$ cat src/rtl/hazard_controller.sv
// rtl/hazard_controller.sv - decode-stage forwarding, load-use stall and syscall drain control
module hazard_controller (
    input  logic       CLK,
    input  logic       RESET,
    input  logic       IDValid,
    input  logic [4:0] Rs,
    input  logic [4:0] Rt,
    input  logic       UsesRs,
    input  logic       UsesRt,
    input  logic [4:0] ID_WriteReg,
    input  logic       ID_RegWrite,
    input  logic       ID_MemRead,
    input  logic       ID_Syscall,
    output logic [1:0] SelectA,
    output logic [1:0] SelectB,
    output logic       Stall,
    output logic       Bubble,
    output logic       SYS
);

    // Gray-ordered encoding: every legal transition flips one bit, so the
    // SYSC decode cannot glitch while the state register changes.
    typedef enum logic [1:0] {
        RUN     = 2'b00,
        DRAIN   = 2'b01,
        SYSC    = 2'b11,
        RELEASE = 2'b10
    } state_t;

    state_t state_q;
    state_t state_d;

    // Shadow slots: valid, writes-register, destination, is-load
    logic       exe_v, exe_w, exe_l;
    logic [4:0] exe_r;
    logic       mem_v, mem_w, mem_l;
    logic [4:0] mem_r;
    logic       wb_v, wb_w, wb_l;
    logic [4:0] wb_r;

    logic       lu_a;
    logic       lu_b;
    logic       load_use;

    // Youngest matching producer wins; a load still in EXE cannot forward yet
    function automatic logic [1:0] fwd_sel(
        input logic       used,
        input logic [4:0] src,
        input logic       ev,
        input logic       ew,
        input logic [4:0] er,
        input logic       el,
        input logic       mv,
        input logic       mw,
        input logic [4:0] mr,
        input logic       wv,
        input logic       ww,
        input logic [4:0] wr
    );
        logic [1:0] sel;
        sel = 2'b00;
        if (used && (src != 5'd0)) begin
            if (ev && ew && (er == src)) begin
                sel = el ? 2'b00 : 2'b01;
            end else if (mv && mw && (mr == src)) begin
                sel = 2'b10;
            end else if (wv && ww && (wr == src)) begin
                sel = 2'b11;
            end
        end
        return sel;
    endfunction

    // Shift the shadow pipeline; a bubble or invalid decode inserts an empty slot
    always_ff @(posedge CLK or negedge RESET) begin
        if (!RESET) begin
            exe_v <= 1'b0; exe_w <= 1'b0; exe_r <= 5'd0; exe_l <= 1'b0;
            mem_v <= 1'b0; mem_w <= 1'b0; mem_r <= 5'd0; mem_l <= 1'b0;
            wb_v  <= 1'b0; wb_w  <= 1'b0; wb_r  <= 5'd0; wb_l  <= 1'b0;
        end else begin
            wb_v  <= mem_v; wb_w  <= mem_w; wb_r  <= mem_r; wb_l  <= mem_l;
            mem_v <= exe_v; mem_w <= exe_w; mem_r <= exe_r; mem_l <= exe_l;
            if (IDValid && !Bubble) begin
                exe_v <= 1'b1;
                exe_w <= ID_RegWrite && (ID_WriteReg != 5'd0);
                exe_r <= ID_WriteReg;
                exe_l <= ID_MemRead;
            end else begin
                exe_v <= 1'b0;
                exe_w <= 1'b0;
                exe_r <= 5'd0;
                exe_l <= 1'b0;
            end
        end
    end

    // Operand mux selects and load-use detection from the shadow slots
    always_comb begin
        SelectA  = fwd_sel(UsesRs, Rs, exe_v, exe_w, exe_r, exe_l,
                           mem_v, mem_w, mem_r, wb_v, wb_w, wb_r);
        SelectB  = fwd_sel(UsesRt, Rt, exe_v, exe_w, exe_r, exe_l,
                           mem_v, mem_w, mem_r, wb_v, wb_w, wb_r);
        lu_a     = UsesRs && (Rs != 5'd0) && exe_v && exe_w && exe_l && (exe_r == Rs);
        lu_b     = UsesRt && (Rt != 5'd0) && exe_v && exe_w && exe_l && (exe_r == Rt);
        load_use = IDValid && (lu_a || lu_b);
    end

    // Syscall sequencer state register
    always_ff @(posedge CLK or negedge RESET) begin
        if (!RESET) begin
            state_q <= RUN;
        end else begin
            state_q <= state_d;
        end
    end

    // Syscall sequencer next-state: freeze, drain, pulse, release
    always_comb begin
        state_d = state_q;
        case (state_q)
            RUN:     if (IDValid && ID_Syscall) state_d = DRAIN;
            DRAIN:   if (!exe_v && !mem_v && !wb_v) state_d = SYSC;
            SYSC:    state_d = RELEASE;
            RELEASE: state_d = RUN;
            default: state_d = RUN;
        endcase
    end

    // Syscall sequencer outputs; load-use only matters while running normally
    always_comb begin
        Stall  = 1'b0;
        Bubble = 1'b0;
        SYS    = 1'b0;
        case (state_q)
            RUN: begin
                Stall  = (IDValid && ID_Syscall) || load_use;
                Bubble = (IDValid && ID_Syscall) || load_use;
            end
            DRAIN: begin
                Stall  = 1'b1;
                Bubble = 1'b1;
            end
            SYSC: begin
                Stall  = 1'b1;
                Bubble = 1'b1;
                SYS    = 1'b1;
            end
            default: begin
                Stall  = 1'b0;
                Bubble = 1'b0;
            end
        endcase
    end

endmodule
$ cat config.mk
export PLATFORM = sky130hd
export DESIGN_NAME = hazard_controller
export DESIGN_NICKNAME = d
export VERILOG_FILES = /design/src/rtl/hazard_controller.sv
export SDC_FILE = /design/constraint.sdc
export NUM_CORES = 1
export LEC_CHECK = 0
export ABC_AREA = 1
export CORE_MARGIN = 3
export CORE_UTILIZATION = 40
export DETAILED_ROUTE_END_ITERATION = 7
export PLACE_DENSITY_LB_ADDON = 0.3
export SYNTH_ARGS = -nofsm -noshare
export SYNTH_HDL_FRONTEND = slang
export SYNTH_SLANG_ARGS = --single-unit
export TNS_END_PERCENT = 20
$ cat constraint.sdc
create_clock -name CLK -period 1.9 [get_ports CLK]
set_clock_uncertainty 0.05 [all_clocks]
set_input_delay 0.57 -clock CLK [delete_from_list [all_inputs] [get_ports CLK]]
set_output_delay 0.57 -clock CLK [all_outputs]
set_load 0.01 [all_outputs]
==> metrics.yaml, run 1 <==
status: "complete, but fails checks"
violations: "negative setup slack"
root_buffer: "clkbuf_4"
final_common_cell: "nand2_1"
clock_latency_ns: 0.31
endpoint_kind: "output port"
route.detailed.wl_per_inst_um: 12.72
synth_nets: 195
finalHoldViolCount: 0
clk_path_buf_depth: 2
ys_ff_latch: 24
cts_made_buffers: 3
gp_congestion: 0.8853
drive_gt1_share_pct: 32.46
grt_max_degree: 25
drtPass1Iterations: 4
regArea_um2: 605.6
grt_setup_unrepaired: "yes"
cts_tree: "done"
slew_violations: 0
relSlewSlack_pct: 79.15
ios: 30
crit_type: "input port to output port"
crit_buf_inv: 3
clk_pin_slew_ns: 0.13
ys_seq_area_share_pct: 45.76
grt_pass1_wl_um: 5775
fin_tns_setup_ns: -2.038
initial_core_util_pct: 42.30
hold_start: "mem_w"
start_kind: "input port"
die-width_um: 63.28
tightest_slew_ns: 0.3127
nNetsFinal: 252
cp_max_fo: 4
cpPeakStageDelay_ns: 0.22
cp_top_family: "buffers and inverters"
num_antenna_cells: 0
final_cell_area_um2: 1889
core_um2: 3103
syn2layout_area_growth_pct: 43.95
num_vias: 1295
port-buffer-count: 29
fill_cells: 320
slowest_stage: "clkdlybuf4s15_2"
powerDensity_nw_per_um2: 774.1
core.rowCount: 20
ir_worst_vdd_v: 0.0004014
grt_pass1_vias: 1278
placed_area_um2: 1803
drc: 0
design.die.area_um2: 4004
dr.first_iter.drc_count: 50
clkSinkCount: 24
grt_overflow: 0
max_freq_ghz: 0.4425
synthDistinctLibCells: 23
die_y_um: 63.28
cts_hold_buffers: 0
syn_inst: 172
setup_violations: 6
post-dp-hpwl_um: 2756
cp.arrival_ns: 1.64
syn_avg_cell_area_um2: 7.631
critPathRequiredTime_ns: 1.28
syn_area_um2: 1313
fin_crit_ns: 2.260
fin_ws_ns: -0.3600
multi_input_area_um2: 676.9
maxCapViolations: 0
wirelength_um: 3459
grt_usage_pct: 18.66
fin_crit_sh_pct: 118.9
path_cells: "clkdlybuf4s15_2, buf_4, xnor2_2, nand4_1, a21oi_1, nor2_1, buf_2"
ant_nets: 0
final_cell_mix: "nand2_1, nor2_1, buf_4"
crit_path_start: "Rt[4]"
leakage_nw: 0.9950
detail_route.vias_per_cell: 4.761
ys_warn_count: 0
cts.htree.levels: 1
antenna_found_initial: 0
timing.rr.start: "exe_r[3]"
hold_path_class: "flop to flop"
==> per-stage QoR <==
stage | util [%] | worst slack [ns] | hold slack, ns | instances | total power, W
global route | 60.89 | -0.4645 | 0.3479 | 272 | 0.001556
detailed placement | 58.10 | -1.193 | 0.3077 | 264 | 0.001188
global placement | 58.10 | -1.165 | 0.3050 | 264 | 0.001169
finish | 60.89 | -0.3600 | 0.3391 | 272 | 0.001462
floorplan | - | -0.02849 | 0.2244 | 172 | 0.0009306
CTS | 60.04 | -0.3974 | 0.3385 | 272 | 0.001455
==> final timing paths <==
check,to,slack (ns),cells after the start
min in group asynchronous,state_q[0],0.55,2
max,SelectB[0],-0.36,7
min reg2reg,wb_w,0.34,0
max in group asynchronous,mem_r[0],0.99,2
min,wb_w,0.34,0
max reg2reg,exe_v,0.39,9
==> flip-flops by register name, indices dropped and copies added (netlist names) <==
register,count
wb_v,1
exe_l,1
state_q,2
mem_w,1
wb_r,5
mem_v,1
wb_w,1
exe_r,5
exe_w,1
exe_v,1
mem_r,5
==> cell usage after synthesis (all sizes together) <==
library cell / number / area, um2
o211a: 1 / 10.01
nor3: 3 / 15.01
nor2: 30 / 112.6
dfrtp: 24 / 600.6
nand3: 6 / 42.54
a22o: 1 / 8.760
xor2: 6 / 52.55
buf: 1 / 7.510
nand2: 41 / 156.4
o21ai: 4 / 23.77
o41ai: 1 / 8.760
nor4: 1 / 12.51
nand3b: 1 / 7.510
xnor2: 5 / 43.79
o22ai: 3 / 18.77
nand4: 4 / 25.02
a21oi: 7 / 35.03
or2: 1 / 6.260
o2111ai: 1 / 8.760
inv: 31 / 116.4
==> kinds of logic (layout without fill, tap and decap cells) <==
group                  count (synthesis)  after routing  share of synthesized area (%)
AND/OR/NAND/NOR                       87             87                          28.79
AO/OA/AOI/OAI                         18             18                          8.675
XOR/XNOR                              11             11                          7.340
flip-flops                            24             24                          45.76
buffers and inverters                 32             88                          9.438
==> area by class of cell <==
type | instances | share of cell area [%]
clock buffer | 4 | 1.921
tap | 44 | 2.914
multi-input combinational | 116 | 35.83
timing repair buffer | 53 | 20.99
inverter | 31 | 6.291
sequential | 24 | 32.05
==> power breakdown <==
group	switching [W]	internal (W)	leakage [nW]	total, W
clock	0.000152	0.000117	0.0210	0.000269
combinational	0.000244	0.000249	0.661	0.000493
sequential	0.0000905	0.000609	0.313	0.000700
total	0.000487	0.000976	0.995	0.00146
==> routing by layer <==
metal  vias up  global-route usage, %  part of all wire (%)
met5         -                      0                     0
met4         0                  7.547                  0.98
met3         5                  2.317                   5.8
met2        36                  33.60                    50
met1       607                  22.41                    44
li1        647                      -                     -
==> timing repair <==
item | 4_1_cts | 5_1_grt
gates resized for setup | 77 | 17
pin swaps | 13 | 15
endpoints found under the setup margin | 7 | 7
setup buffers | 4 | 0
No activity file was read; power rests on OpenSTA's default activity.
==> inputs of run 2 (changes only) <==
--- a/config.mk
+++ b/config.mk
@@ -9,6 +9,7 @@
 export CORE_MARGIN = 3
 export CORE_UTILIZATION = 40
 export DETAILED_ROUTE_END_ITERATION = 7
+export GPL_TIMING_DRIVEN = 0
 export PLACE_DENSITY_LB_ADDON = 0.3
 export SYNTH_ARGS = -nofsm -noshare
 export SYNTH_HDL_FRONTEND = slang
==> metrics.yaml, run 2 (synthesized netlist as in run 1, its figures left out) <==
status: "complete, but fails checks"
violations: "negative setup slack"
grt_overflow: 0
stdcell_count: 256
drtPass1Iterations: 4
dp.cells: 245
post-dp-hpwl_um: 2575
max_freq_ghz: 0.4397
syn2layout_area_growth_pct: 34.13
wirelength_um: 3290
antenna_found_initial: 0
final_common_cell: "nand2_1"
core_um2: 3103
setup_violations: 6
finalHoldViolCount: 0
fill_cells: 312
nNetsFinal: 236
finish.utilization_pct: 56.73
grt_max_degree: 25
cts_tree: "done"
slowest_stage: "clkdlybuf4s50_1"
detail_route.vias_per_cell: 4.934
leakage_nw: 0.9243
design.die.area_um2: 4004
reg2reg_slack_ns: 0.35
critPathRequiredTime_ns: 1.28
final_cell_area_um2: 1760
cts_made_buffers: 3
grt_setup_unrepaired: "yes"
drc: 0
hold_path_class: "flop to flop"
die_y_um: 63.28
fin_crit_ns: 2.274
ir_worst_vdd_v: 0.0005153
crit_type: "input port to output port"
powerDensity_nw_per_um2: 801.7
path_cells: "clkdlybuf4s50_1, nand2_1, inv_2, nand4_1, nand2_1, nand2_2, nand2_2, buf_6, buf_6"
grt_usage_pct: 17.56
cp_top_family: "buffers and inverters"
final_cell_mix: "nand2_1, nor2_1, inv_1"
cts.htree.levels: 1
gp_congestion: 0.8583
root_buffer: "clkbuf_4"
route.detailed.wl_per_inst_um: 12.85
maxCapViolations: 0
num_vias: 1263
clk_pin_slew_ns: 0.12
timing.rr.start: "exe_r[3]"
reg2reg_to: "exe_r[0]"
reg_top3: "exe_r x5, mem_r x5, wb_r x5"
cts_hold_buffers: 0
ios: 30
cp_max_fo: 2
cpPeakStageDelay_ns: 0.46
holdPathEnd: "wb_w"
port-buffer-count: 29
start_kind: "input port"
endpoint_kind: "output port"
die-width_um: 63.28
placed_area_um2: 1664
num_antenna_cells: 0
relSlewSlack_pct: 31.49
clk_path_buf_depth: 2
cp.arrival_ns: 1.65
crit_path_start: "UsesRs"
core.rowCount: 20
dr.first_iter.drc_count: 54
grt_pass1_vias: 1240
initial_core_util_pct: 42.30
grt_pass1_wl_um: 5526
fin_ws_ns: -0.3741
slew_violations: 0
tightest_slew_ns: 1.025
hold_start: "mem_w"
ant_nets: 0
fin_crit_sh_pct: 119.7
min_path_cells: 0
crit_buf_inv: 4
clkSinkCount: 24
fin_tns_setup_ns: -1.963
drive_gt1_share_pct: 27.83
clock_latency_ns: 0.31
ff2ff_path_depth: 9
run 2: cell types whose count changed in the layout (fill, tap and decap cells not counted), sizes merged:
cell / delta
dlygate4sd2: +2
clkdlybuf4s15: -1
buf: -16
clkdlybuf4s50: -1
run 2: worst reg2reg max path: stages (launching register included):
cell and delay (ns):
dfrtp_2 0.48, xnor2_2 0.16, nand2_2 0.09, nor2_4 0.12, nand4_1 0.10, nand2_1 0.10, nand2_2 0.06, buf_4 0.14
nand3_4 0.09, nor2_1 0.06
run 2: repair_timing:
| action | 4_1_cts | 5_1_grt |
|---|---|---|
| setup endpoints to repair | 7 | 6 |
| buffers inserted | 7 | 0 |
| pin swaps | 17 | 11 |
| resized for setup | 82 | 13 |
run 2: per-layer routing:
metal / track usage (%) / wire [um]
met1: 21.14 / 1352
met2: 32.41 / 1747
met3: 2.852 / 166
met4: 4.313 / 23
met5: 0 / 0
run 2: how the worst max path moves through the flow:
stage / endpoint / cells after the start
finish: Stall / 9
global route: Stall / 9
CTS: Stall / 9
detailed placement: Stall / 11
global placement: Stall / 11
floorplan: SelectB[0] / 5
run 2: layout make-up:
class                      instances  area, um2  share of cell area (%)
buffer                             1      11.26                  0.6397
clock buffer                       4      36.28                   2.061
inverter                          31      118.9                   6.752
multi-input combinational        116      660.6                   37.53
sequential                        24      605.6                   34.40
tap                               44      55.05                   3.127
timing repair buffer              36      272.8                   15.49
run 2: through the flow:
step / hold WS [ns] / power, W / setup slack, ns
global route: 0.3824 / 0.001503 / -0.5056
global placement: 0.3056 / 0.001103 / -1.214
floorplan: 0.2244 / 0.0009306 / -0.02849
detailed placement: 0.3162 / 0.001124 / -1.265
CTS: 0.3487 / 0.001403 / -0.3625
finish: 0.3470 / 0.001411 / -0.3741
run 2: power breakdown:
part           switching (W)  internal, W  leakage, nW
clock               0.000146     0.000117       0.0210
sequential         0.0000980     0.000609        0.313
combinational       0.000230     0.000211        0.590
==> inputs of run 3 (changes only) <==
--- a/config.mk
+++ b/config.mk
@@ -6,6 +6,7 @@
 export NUM_CORES = 1
 export LEC_CHECK = 0
 export ABC_AREA = 1
+export CORE_ASPECT_RATIO = 0.6
 export CORE_MARGIN = 3
 export CORE_UTILIZATION = 40
 export DETAILED_ROUTE_END_ITERATION = 7
==> metrics.yaml, run 3 (synthesized netlist as in run 1, its figures left out) <==
status: "complete, but fails checks"
violations: "negative setup slack"
reg_top3: "exe_r x5, mem_r x5, wb_r x5"
timing.rr.start: "exe_r[1]"
reg2reg_to: "exe_r[4]"
finalHoldViolCount: 0
leakage_nw: 0.9638
ant_nets: 0
slew_violations: 0
post-dp-hpwl_um: 2587
hold_path_class: "flop to flop"
fin_ws_ns: -0.3303
design.die.area_um2: 4027
crit_type: "flop to output port"
antenna_found_initial: 0
maxCapViolations: 0
initial_core_util_pct: 43.71
clk_path_buf_depth: 2
grt_pass1_wl_um: 5285
p_total_w: 0.001607
grt_overflow: 0
port-buffer-count: 29
root_buffer: "clkbuf_8"
wirelength_um: 3365
dr.first_iter.drc_count: 68
die-width_um: 79.95
cts_made_buffers: 3
reg2reg_slack_ns: 0.43
start_kind: "flop"
cp_max_fo: 3
relSlewSlack_pct: 31.57
ir_worst_vdd_v: 0.0004632
cts_tree: "done"
tightest_slew_ns: 1.023
critPathRequiredTime_ns: 1.28
final_common_cell: "nand2_1"
cts.htree.levels: 1
endpoint_kind: "output port"
crit_path_start: "mem_r[2]"
grt_setup_unrepaired: "yes"
num_vias: 1217
drive_gt1_share_pct: 28.77
drc: 0
fin_crit_sh_pct: 117.4
setup_violations: 6
grt_pass1_vias: 1122
grt_max_degree: 25
clkSinkCount: 24
ff2ff_path_depth: 8
drtPass1Iterations: 4
min_path_cells: 0
fin_crit_ns: 2.230
detail_route.vias_per_cell: 4.791
final_cell_mix: "nand2_1, nor2_1, inv_1, dfrtp_1, buf_2"
syn2layout_area_growth_pct: 39.75
clk_pin_slew_ns: 0.08
endpoint: "SelectA[1]"
core.rowCount: 15
num_antenna_cells: 0
cp.arrival_ns: 1.61
die_y_um: 50.37
fin_tns_setup_ns: -1.698
core_um2: 3003
grt_usage_pct: 17.42
gp_congestion: 0.8726
ios: 30
powerDensity_nw_per_um2: 875.9
nNetsFinal: 236
max_freq_ghz: 0.4484
route.detailed.wl_per_inst_um: 13.25
cts_hold_buffers: 0
clock_latency_ns: 0.26
==> run 3: cell count changes in the layout (fill, tap and decap cells not counted), sizes merged <==
cell / change
buf: +1
clkbuf: -1
dlygate4sd2: +2
bufinv: +1
clkdlybuf4s15: -1
clkdlybuf4s50: -2
==> run 3: worst min path at each step <==
stage          start  slack, ns    end
2_1_floorplan  RESET       0.22  exe_l
3_3_place_gp   mem_w       0.31   wb_w
3_5_place_dp   exe_w       0.32  mem_w
4_1_cts        exe_w       0.34  mem_w
5_1_grt        mem_w       0.35   wb_w
6_report       mem_w       0.34   wb_w
==> run 3: where the power goes <==
| part | internal, W | switching, W |
|---|---|---|
| Combinational | 0.000228 | 0.000237 |
| Clock | 0.000281 | 0.000154 |
| Sequential | 0.000609 | 0.0000981 |
| Total | 0.00112 | 0.000489 |
==> run 3: area by class of cell <==
type / instances / area [um2]
tap: 42 / 52.55
inverter: 31 / 126.4
multi-input combinational: 116 / 670.6
clock inverter: 1 / 30.03
sequential: 24 / 603.1
buffer: 1 / 11.26
timing repair buffer: 36 / 299.0
fill: 296 / 1169
clock buffer: 3 / 41.29
==> run 3: stage by stage <==
stage	util [%]	setup slack, ns	area (um2)	hold WS (ns)	cells
floorplan	-	-0.02849	1319	0.2244	172
detailed placement	55.33	-1.205	1662	0.3216	243
finish	61.08	-0.3303	1834	0.3407	254
CTS	59.54	-0.3543	1788	0.3420	253
global placement	55.33	-1.175	1662	0.3095	243
global route	61.08	-0.4160	1834	0.3531	254
==> run 3: worst max-delay path: stages (launching register included) <==
cell	delay, ns
dfrtp_1	0.42
buf_6	0.13
a22o_1	0.17
nor2_1	0.08
nand3_1	0.11
o21ai_1	0.11
nand2_1	0.07
nor2_1	0.11
buf_2	0.15
==> run 3: what timing repair did <==
action | in CTS | in global routing
setup endpoints to repair | 7 | 6
pin swaps | 19 | 19
resized for setup | 96 | 15
buffers inserted | 7 | 1
==> run 3: routing by layer <==
metal | vias to the layer above | global-route usage, % | share of wire [%]
li1 | 620 | - | -
met4 | 0 | 3.371 | 0.62
met1 | 562 | 24.80 | 48
met3 | 2 | 2.151 | 5.2
met5 | - | 0 | 0
met2 | 33 | 28.71 | 46
==> RTL edit: new RTL, flow settings as in run 3 <==
Encoding of `state_t`: now one-hot (4 bits for 4 states). Comments in the files are not updated.
--- a/src/rtl/hazard_controller.sv
+++ b/src/rtl/hazard_controller.sv
@@ -20,11 +20,11 @@
 
     // Gray-ordered encoding: every legal transition flips one bit, so the
     // SYSC decode cannot glitch while the state register changes.
-    typedef enum logic [1:0] {
-        RUN     = 2'b00,
-        DRAIN   = 2'b01,
-        SYSC    = 2'b11,
-        RELEASE = 2'b10
+    typedef enum logic [3:0] {
+        RUN     = 4'b0001,
+        DRAIN   = 4'b0010,
+        SYSC    = 4'b0100,
+        RELEASE = 4'b1000
     } state_t;
 
     state_t state_q;
Function: same outputs for any inputs over 10 cycles, from zero or initial values and one cycle with RESET low; not proved beyond that.
==> RTL edit against run 3 <==
Sequential cell count increased by 2. Critical path type unchanged. Count of clock-buffer cells in the layout unchanged. Wire length increased by 11%. Sequential power increased by 14%. Maximum frequency decreased by 4.3%. Synthesized area increased by 6.4%. Design area increased by 11%. The run still ends with negative setup slack left. Die area increased by 5.8%. Via count increased by 14%. Synthesized cell count increased by 4.1%. Core utilization increased by 4.5 points. Worst setup slack got worse by 100 ps. Power increased by 23%.
==> RTL edit: results (changes against run 3) <==
metric,value,unit,change
Peak supply drop,548,µV,was 463 µV
dpl ws,-1290,ps,was -1200 ps
"top cells by area, synth","sky130_fd_sc_hd__dfrtp_1 (45%), sky130_fd_sc_hd__inv_1 (9.1%), sky130_fd_sc_hd__nand2_1 (8.6%), sky130_fd_sc_hd__nor2_1 (6.7%), sky130_fd_sc_hd__xor2_1 (5.0%)",,"was sky130_fd_sc_hd__dfrtp_1 (46%), sky130_fd_sc_hd__nand2_1 (11%), sky130_fd_sc_hd__inv_1 (8.9%), sky130_fd_sc_hd__nor2_1 (8.6%), sky130_fd_sc_hd__xor2_1 (4.0%)"
portion of the post-synthesis area used by sequential elements,0.467,,was 0.458
DRC marker count from the first detailed-route iteration,76,,was 68
power of the clock network,454,µW,was 435 µW
number of multi-input combinational cells in the layout,115,,was 116
power dissipated in sequential cells,805,µW,was 707 µW
count of mapped cells out of synthesis,179,,was 172
first-pass GRT wire length,6.12,mm,was 5.29 mm
maximum net fanout on the critical path,4,,was 3
CP endpoint,Stall,,was SelectA[1]
number of global-route vias before repair,1327,,was 1122
final worst slack,-431,ps,was -330 ps
syn_nets,202,,was 195
leakage power of the design,1.09,nW,was 0.964 nW
grt met3 use,0.0502,,was 0.0215
Sum Neg Setup Slack,-4650,ps,was -1700 ps
fraction of area in clock buffers and inverters,0.0351,,was 0.0389
xor/xnor cell area share of the yosys netlist,0.0690,,was 0.0734
failing checks,negative setup slack,,unchanged
number of inserted filler cells in the final layout,260,,was 296
Routed WL per cell,13.5,µm,was 13.2 µm
fraction of final layout cells sized beyond drive strength 1,0.336,,was 0.288
Layout Area Growth over Synthesis,45.5,%,was 39.8%
R2R Setup Slk,-320,ps,was 430 ps
setup violators final,14,,was 6
result of the run,finished with violations,,unchanged
compound-gate portion of the synthesized area,0.101,,was 0.0867
Sw Share,0.333,,was 0.304
register area,654,µm²,was 603 µm²
Synth cell types,25,,was 23
depth of the worst register-to-register path,15,,was 8
Total Power Consumption,1.98,mW,was 1.61 mW
RTL edit: changes by cell type in the layout (fill, tap and decap cells not counted), sizes merged, moves of 3 or more:
cell    before  now
buf         24   40
nand2       41   34
inv         31   37
nor2        30   25
a211oi       0    3
o22ai        3    6
RTL edit: worst max-delay path, cell delays in order, from the launching register on:
cell and delay (ps):
sky130_fd_sc_hd__dfrtp_1 460, sky130_fd_sc_hd__xor2_1 170, sky130_fd_sc_hd__nor2_1 140, sky130_fd_sc_hd__nand4_1 150, sky130_fd_sc_hd__nand2_1 100, sky130_fd_sc_hd__nand2_1 50, sky130_fd_sc_hd__nand2_1 70, sky130_fd_sc_hd__nand2_2 60
sky130_fd_sc_hd__inv_2 60, sky130_fd_sc_hd__buf_6 80, sky130_fd_sc_hd__buf_6 90
RTL edit: layer usage:
metal	share of wire	wire, µm
met5	0	0
met2	0.44	1640
met4	0.019	72
met1	0.47	1740
met3	0.075	281
